**config.mk**
```make
export PLATFORM = sky130hd
export DESIGN_NAME = cla_pipe_adder
export DESIGN_NICKNAME = d
export VERILOG_FILES = /design/src/rtl/cla_pipe_adder.sv
export SDC_FILE = /design/constraint.sdc
export NUM_CORES = 1
export LEC_CHECK = 0
export BUFFER_PORTS_ARGS = -buffer_cell sky130_fd_sc_hd__buf_2
export CAP_MARGIN = 30
export CORE_MARGIN = 3
export CORE_UTILIZATION = 49
export DETAILED_ROUTE_END_ITERATION = 7
export PLACE_DENSITY_LB_ADDON = 0.2
export SLEW_MARGIN = 25
export SYNTH_ARGS = -nofsm -noshare
export SYNTH_HDL_FRONTEND = slang
export SYNTH_SLANG_ARGS = --single-unit
```
**constraint.sdc**
```tcl
create_clock -name clk -period 2.5 [get_ports clk]
set_clock_uncertainty 0.05 [all_clocks]
set_input_delay 0.375 -clock clk [delete_from_list [all_inputs] [get_ports clk]]
set_output_delay 0.375 -clock clk [all_outputs]
set_load 0.03 [all_outputs]
```
**src/rtl/cla_pipe_adder.sv**
```systemverilog
// Pipelined 4-bit-group carry-look-ahead adder/subtractor with valid/ready stall.
// Optional build macro SATURATE_EN: saturate the sum on signed overflow when sat=1.
module cla_pipe_adder #(
  parameter int WIDTH            = 16,
  parameter int GROUPS_PER_STAGE = 2
) (
  input  logic             clk,
  input  logic             rst_n,
  input  logic             in_valid,
  output logic             in_ready,
  input  logic [WIDTH-1:0] a,
  input  logic [WIDTH-1:0] b,
  input  logic             sub,
  input  logic             sat,
  output logic             out_valid,
  input  logic             out_ready,
  output logic [WIDTH-1:0] sum,
  output logic             cout,
  output logic             ovfl,
  output logic             zero,
  output logic             neg
);

  localparam int NG = WIDTH / 4;
  localparam int GPS = GROUPS_PER_STAGE;
  localparam int STAGES = (NG + GPS - 1) / GPS;

  localparam logic [WIDTH-1:0] MAX_POS =
    {1'b0, {(WIDTH-1){1'b1}}};
  localparam logic [WIDTH-1:0] MAX_NEG =
    {1'b1, {(WIDTH-1){1'b0}}};

  // 4-bit look-ahead group: {carry out, sum}
  function automatic logic [4:0] cla4(
    input logic [3:0] x,
    input logic [3:0] y,
    input logic       ci
  );
    logic [3:0] g;
    logic [3:0] p;
    logic [4:0] c;
    g = x & y;
    p = x | y;
    c[0] = ci;
    c[1] = g[0] | (p[0] & ci);
    c[2] = g[1] | (p[1] & g[0])
         | (p[1] & p[0] & ci);
    c[3] = g[2] | (p[2] & g[1])
         | (p[2] & p[1] & g[0])
         | (p[2] & p[1] & p[0] & ci);
    c[4] = g[3] | (p[3] & g[2])
         | (p[3] & p[2] & g[1])
         | (p[3] & p[2] & p[1] & g[0])
         | (p[3] & p[2] & p[1] & p[0] & ci);
    return {c[4], x ^ y ^ c[3:0]};
  endfunction

  // stage inputs (index k feeds stage k)
  logic [WIDTH-1:0] st_a [STAGES];
  logic [WIDTH-1:0] st_b [STAGES];
  logic [WIDTH-1:0] st_s [STAGES];
  logic             st_c [STAGES];
  logic             st_v [STAGES];

  // stage results
  logic [WIDTH-1:0] nx_s [STAGES];
  logic             nx_c [STAGES];

  // registers after each stage
  logic [WIDTH-1:0] r_a [STAGES];
  logic [WIDTH-1:0] r_b [STAGES];
  logic [WIDTH-1:0] r_s [STAGES];
  logic             r_c [STAGES];
  logic             r_v [STAGES];

  logic [WIDTH-1:0] fin_sum;
  logic             fin_ovfl;
  logic             a_msb;
  logic             b_msb;
  logic [WIDTH-1:0] sum_q;
  logic             ovfl_q;
  logic             zero_q;
  logic             neg_q;
  logic             advance;

`ifdef SATURATE_EN
  logic st_sat [STAGES];
  logic r_sat  [STAGES];
`else
  logic sat_unused;
  assign sat_unused = sat;
`endif

  assign advance   = ~r_v[STAGES-1] | out_ready;
  assign in_ready  = advance;
  assign out_valid = r_v[STAGES-1];
  assign cout      = r_c[STAGES-1];
  assign sum       = sum_q;
  assign ovfl      = ovfl_q;
  assign zero      = zero_q;
  assign neg       = neg_q;

  // route ports into stage 0 and each register into the next stage
  always_comb begin
    st_a[0] = a;
    st_b[0] = b ^ {WIDTH{sub}};
    st_s[0] = '0;
    st_c[0] = sub;
    st_v[0] = in_valid;
`ifdef SATURATE_EN
    st_sat[0] = sat;
`endif
    for (int k = 1; k < STAGES; k++) begin
      st_a[k] = r_a[k-1];
      st_b[k] = r_b[k-1];
      st_s[k] = r_s[k-1];
      st_c[k] = r_c[k-1];
      st_v[k] = r_v[k-1];
`ifdef SATURATE_EN
      st_sat[k] = r_sat[k-1];
`endif
    end
  end

  // resolve this stage's groups, rippling carry group to group
  always_comb begin
    logic [WIDTH-1:0] s_t;
    logic             c_t;
    int               gi;
    for (int k = 0; k < STAGES; k++) begin
      s_t = st_s[k];
      c_t = st_c[k];
      for (int g = 0; g < GPS; g++) begin
        gi = k * GPS + g;
        if (gi < NG) begin
          {c_t, s_t[gi*4 +: 4]} =
            cla4(st_a[k][gi*4 +: 4],
                 st_b[k][gi*4 +: 4], c_t);
        end
      end
      nx_s[k] = s_t;
      nx_c[k] = c_t;
    end
  end

  // final-stage flags and optional saturation
  always_comb begin
    a_msb    = st_a[STAGES-1][WIDTH-1];
    b_msb    = st_b[STAGES-1][WIDTH-1];
    fin_ovfl = (a_msb == b_msb) &
               (nx_s[STAGES-1][WIDTH-1] != a_msb);
    fin_sum  = nx_s[STAGES-1];
`ifdef SATURATE_EN
    if (st_sat[STAGES-1] & fin_ovfl) begin
      fin_sum = a_msb ? MAX_NEG : MAX_POS;
    end
`endif
  end

  // global-stall pipeline shift; all stages move together
  always_ff @(posedge clk or negedge rst_n) begin
    if (!rst_n) begin
      for (int k = 0; k < STAGES; k++) begin
        r_a[k] <= '0;
        r_b[k] <= '0;
        r_s[k] <= '0;
        r_c[k] <= 1'b0;
        r_v[k] <= 1'b0;
`ifdef SATURATE_EN
        r_sat[k] <= 1'b0;
`endif
      end
      sum_q  <= '0;
      ovfl_q <= 1'b0;
      zero_q <= 1'b0;
      neg_q  <= 1'b0;
    end else if (advance) begin
      for (int k = 0; k < STAGES; k++) begin
        r_a[k] <= st_a[k];
        r_b[k] <= st_b[k];
        r_s[k] <= nx_s[k];
        r_c[k] <= nx_c[k];
        r_v[k] <= st_v[k];
`ifdef SATURATE_EN
        r_sat[k] <= st_sat[k];
`endif
      end
      sum_q  <= fin_sum;
      ovfl_q <= fin_ovfl;
      zero_q <= (fin_sum == '0);
      neg_q  <= fin_sum[WIDTH-1];
    end
  end

endmodule

```
* Word-level counts from Yosys, hierarchy flattened
Index checks and enable logic that the tools add are counted.
** Cells by class
- Add/sub/neg operators :: 0
- Multiply operators :: 0
- Divide/modulo/power cells :: 0
- Magnitude comparators :: 0
- Equal/unequal tests :: 2
- Shift operators :: 0
- Mux-type cells :: 0
- Bitwise logic cells :: 124
- Reduce and logical (&&, ||, !) cells :: 1
** Operators by type and width (number)
- $and A1 B1 Y1 :: 65
- $or A1 B1 Y1 :: 41
- $xor A4 B4 Y4 :: 8
- $and A4 B4 Y4 :: 4
- $logic_not A16 Y1 :: 1
- $or A4 B4 Y4 :: 4
- $xor A16 B16 Y16 :: 1
- $eq A1 B1 Y1 :: 1
- $ne A1 B1 Y1 :: 1
- $not A1 Y1 :: 1
** Storage, ports and cells
- Register bits after elaboration :: 63
- Bits in latches :: 0
- Bits in writable memories :: 0
- ROM bits :: 0
- Bits of input ports :: 38
- Word-level logic and storage cells :: 138
- Memories :: 0

* Depth between registers and ports, before layout
- Word-level depth :: 11
- Gate-level depth with buffers :: 12
- Mapped depth without buffers :: 12

* Worst setup path after synthesis
OpenSTA, ideal clock, no wires.
- Path type :: register to register
- Start :: register r_a[24] (netlist name)
- End :: register zero_q (netlist: zero)
- Library setup time :: 0.076 ns
- Arrival :: 2.413 ns
- Required time :: 2.374 ns
- Setup slack :: -0.039 ns
- Cell stages (with the launch flop) :: 13
- Buffers on the path :: 0
- Path through :: dfrtp_1 > inv_1 > ha_1 > nor2b_1 > o311ai_2 > and2b_1 > nor2_1 > nor2_1 > fa_1 > nor4b_2 > nand4_1 > or4_1 > o21ai_1
** Between the ends
- Longest elaborated chain between the ends :: 8
- Elaborated cells between the ends (all ways) :: 29
- Those cells by class :: bitwise: 28; reduce/logical: 1
** Ends and longest elaborated chain
- start: declaration :: RTL line 70 : logic [WIDTH-1:0] r_a [STAGES];
- start signal: indexed assignment :: RTL line 179 : r_a[k] <= st_a[k];
- $and A4 B4 Y4 / $or A4 B4 Y4 (equally long branches) :: RTL line 42, 43
- $and A1 B1 Y1, on equally long branches :: RTL line 53, 54
- $or A1 B1 Y1 / $and A1 B1 Y1 (equally long branches) :: RTL line 53, 54
- $or A1 B1 Y1 :: RTL line 54 : | (p[3] & p[2] & p[1] & p[0] & ci);
- $and A1 B1 Y1, on equally long branches :: RTL line 45, 47, 50
- $or A1 B1 Y1, on equally long branches :: RTL line 45, 47, 50
- $xor A4 B4 Y4 :: RTL line 55 : return {c[4], x ^ y ^ c[3:0]};
- $logic_not A16 Y1 (*) :: RTL line 190 : zero_q <= (fin_sum == '0);
- end signal: assignment :: RTL line 190
- end: declaration :: RTL line 82 : logic zero_q;
Mark *: on every way between the ends. The rest lies on a longest branch, timed or not.
A chain may end at the register's enable or synchronous reset.

* Worst setup path after layout
Ends and elaborated chain as after synthesis.

==> run metrics <==
Root Driver=clkbuf_8; max-slew violation count=0; Core Box Area=5300 um^2; DR vias/cell=~4.8; GRT overflow=0; Initial DRT Pass Iterations=4; Hold Crit Class=input port to register; Worst path depth=12; Leakage Power=around 0.0018 uW; end of the critical path=zero; Final Net Count=441; die width=81.5 um; initial antenna violation count=0; R2R Path Start=r_a[24]; DRC=0; unrepaired setup endpoints after global routing=yes; most used cell, CP=nor2_1; Buf/Inv on CP=1; max-cap violations=0; pwr dens=855 nW/um^2; Hold WS=around 230 ps; Synth top area share=41.2%; Least-Margin Pin Slew=525 ps; largest area contributor in the netlist=dfrtp_1; Tcrit/Tclk final=104%; Num CTS Buffers=5; first-pass GRT wire length=9.47 mm; io pins=60; crit-path cells=inv_2 > ha_4 > nor2b_4 > o311ai_4 > and2b_1 > nor2_1 > nor2_1 > fa_1 > nor4b_4 > nand4_1 > or4_1 > o21ai_1; reg2reg setup slack=-100 ps; Initial Util=52.7%; largest cells by area after synthesis=dfrtp_1, ha_1, nand2_1, xor2_1, inv_1; crit path max-delay cell type=fa_1; post-synth cell types=35; Peak Freq=385 MHz; r2r worst-path depth=12; critical-path maximum fanout=2; routed wire length=5.47 mm; Clk Latency, worst-skew pair=300 ps; failing checks=negative setup slack; Worst Setup SP=r_a[24]; pre-CTS setup slack=-109 ps; global-route usage over all layers=18.3%; r2r endpoint=zero; Cells after Synth=303; Mapped Nets=376; post-route ant nets=0; Worst-path clk slew=90 ps; clk buf depth=2; die height=between 80 and 90 um; CP max stage delay=~500 ps; top_reg_cell synth=dfrtp_1; clk sinks=46; cell row count=26; Synth async-reset ratio=100%; Final Hold Fails=0; register area share after synthesis=41.2%; Crit path max-delay family=simple AND/OR/NAND/NOR gates; CTS tree=built; gp weighted congestion=0.789; detailed-route wire length per cell=12.5 um; Post-synth EDFFs=0; CTS H-tree lvls=2; setup bufs post-CTS=0; Post-Synthesis Cell Area=2800 um^2; area grow syn2layout=21.9%; vias in the first global route=roughly 2,200; Critical Path End Type=register; run status=complete, but fails checks; Startpoint Class=register; # port buffers=58; Avg Cell Area, Syn=9.23 um^2; Filler cells=465; Finished Layout Cells=439; WS Path Type=register to register; Slew headroom=about 65%; worst setup margin=-97.4 ps; Post-DP HPWL=~4.1 mm; min cycle time layout=2600 ps; crit path DAT=2780 ps; Cells after DPL=430; layout cell share with drive strength beyond 1=25.7%; Syn. warnings=0; required time of the worst setup path=~2700 ps; Final setup violation count=1; vias after detailed routing=2,111; Synth Register Bits=46; largest net degree at the start of global routing=56; Iteration-0 DRC Markers=107; Die ar.=6650 um^2; Max VDD drop=roughly 0.53 mV; ANT cells=0
## worst reg2reg max path: stages (launching register included)
cell      delay [ps]
dfrtp_1          370
inv_2             60
ha_4             170
nor2b_4          150
o311ai_4          90
and2b_1          180
nor2_1            90
nor2_1            50
fa_1             500
nor4b_4          180
nand4_1          100
or4_1            400
o21ai_1          120
## registers in the layout, indices dropped and copies added, names as in the netlist, 7 cells and up
name	flops
fin_sum	8
sum	16
r_a	7
r_b	7
## timing repair
item,in CTS,in global routing
gates resized for setup,7,3
endpoints found under the hold margin,12,0
hold buffers,1,0
pin swaps,1,0
endpoints found under the setup margin,1,1
## logic make-up after synthesis
logic type / synth area share [%]
simple gates: 14.9
xor+xnor: 9.35
flops: 41.2
buf+inv: 7.34
fa+ha+maj: 16.5
compound gates: 9.31
mux: 1.48
## cell usage after synthesis, types with 2 or more instances
library cell / n
nand2_1: 59
o31ai_1: 3
fa_1: 3
nor4b_2: 2
xor2_1: 21
nor2_1: 14
buf_2: 2
o21ai_1: 20
buf_1: 2
clkbuf_1: 8
dfrtp_1: 46
nand3_1: 2
nand2b_1: 5
nor2b_1: 2
inv_1: 39
a211oi_1: 2
mux2i_1: 3
xnor2_1: 7
o21ai_0: 3
ha_1: 32
a21oi_1: 14
## placed cells by master, fill, tap and decap left out, types with 2 or more instances in the layout
cell / n
bufinv_16: 2
o31ai_1: 3
nand3_1: 2
nor2b_4: 2
xor2_1: 21
clkbuf_8: 5
o21ai_1: 20
nor2_1: 14
xnor2_1: 7
buf_4: 12
o21ai_0: 3
buf_2: 58
inv_1: 36
a211oi_1: 2
inv_2: 4
fa_1: 3
dfrtp_1: 46
ha_1: 29
nand2_1: 59
nand2b_1: 4
ha_2: 2
mux2i_1: 3
a21oi_1: 14
## worst min-delay path by stage
stage / from / end / slack, ps / cells past startpoint
floorplan: rst_n / a_msb / 30 / 0
global placement: rst_n / r_b[30] / 230 / 1
detailed placement: rst_n / r_b[30] / 230 / 1
CTS: a[13] / r_a[29] / 220 / 3
global route: a[13] / r_a[29] / 240 / 3
finish: a[13] / r_a[29] / 230 / 3
## area by class of cell
cell class              count  area [um^2]  share of cell area (%)
repair buffers             71          390                    11.5
clock buffers               5         68.8                    2.02
flip-flops and latches     46         1150                    33.8
multi-input cells         204         1490                    43.8
inverters                  40          150                    4.41
well taps                  70         87.6                    2.57
clock inverters             3         68.8                    2.02
## power by group
group / internal (uW) / switching, uW
Combinational: 442 / 734
Sequential: 949 / 133
Clock: 400 / 257
## routing by layer
layer,share of wire [%],track usage [%]
met4,1.6,5.41
met1,45,22.8
met3,4.6,3.62
met2,49,32.1
met5,0,0
## stage by stage
step / instance area (um^2) / total power [uW] / utilization (%) / TNS [ps]
6_report: 3410 / 2920 / 64.3 / -97.4
4_1_cts: 3390 / 2920 / 63.9 / -84.7
2_1_floorplan: 2800 / 1890 / - / -1.19
5_1_grt: 3410 / 3130 / 64.3 / -256
3_5_place_dp: 3210 / 2240 / 60.6 / -109
3_3_place_gp: 3210 / 2210 / 60.6 / -54.8
Note: power is estimated with default switching activity, not from simulation.
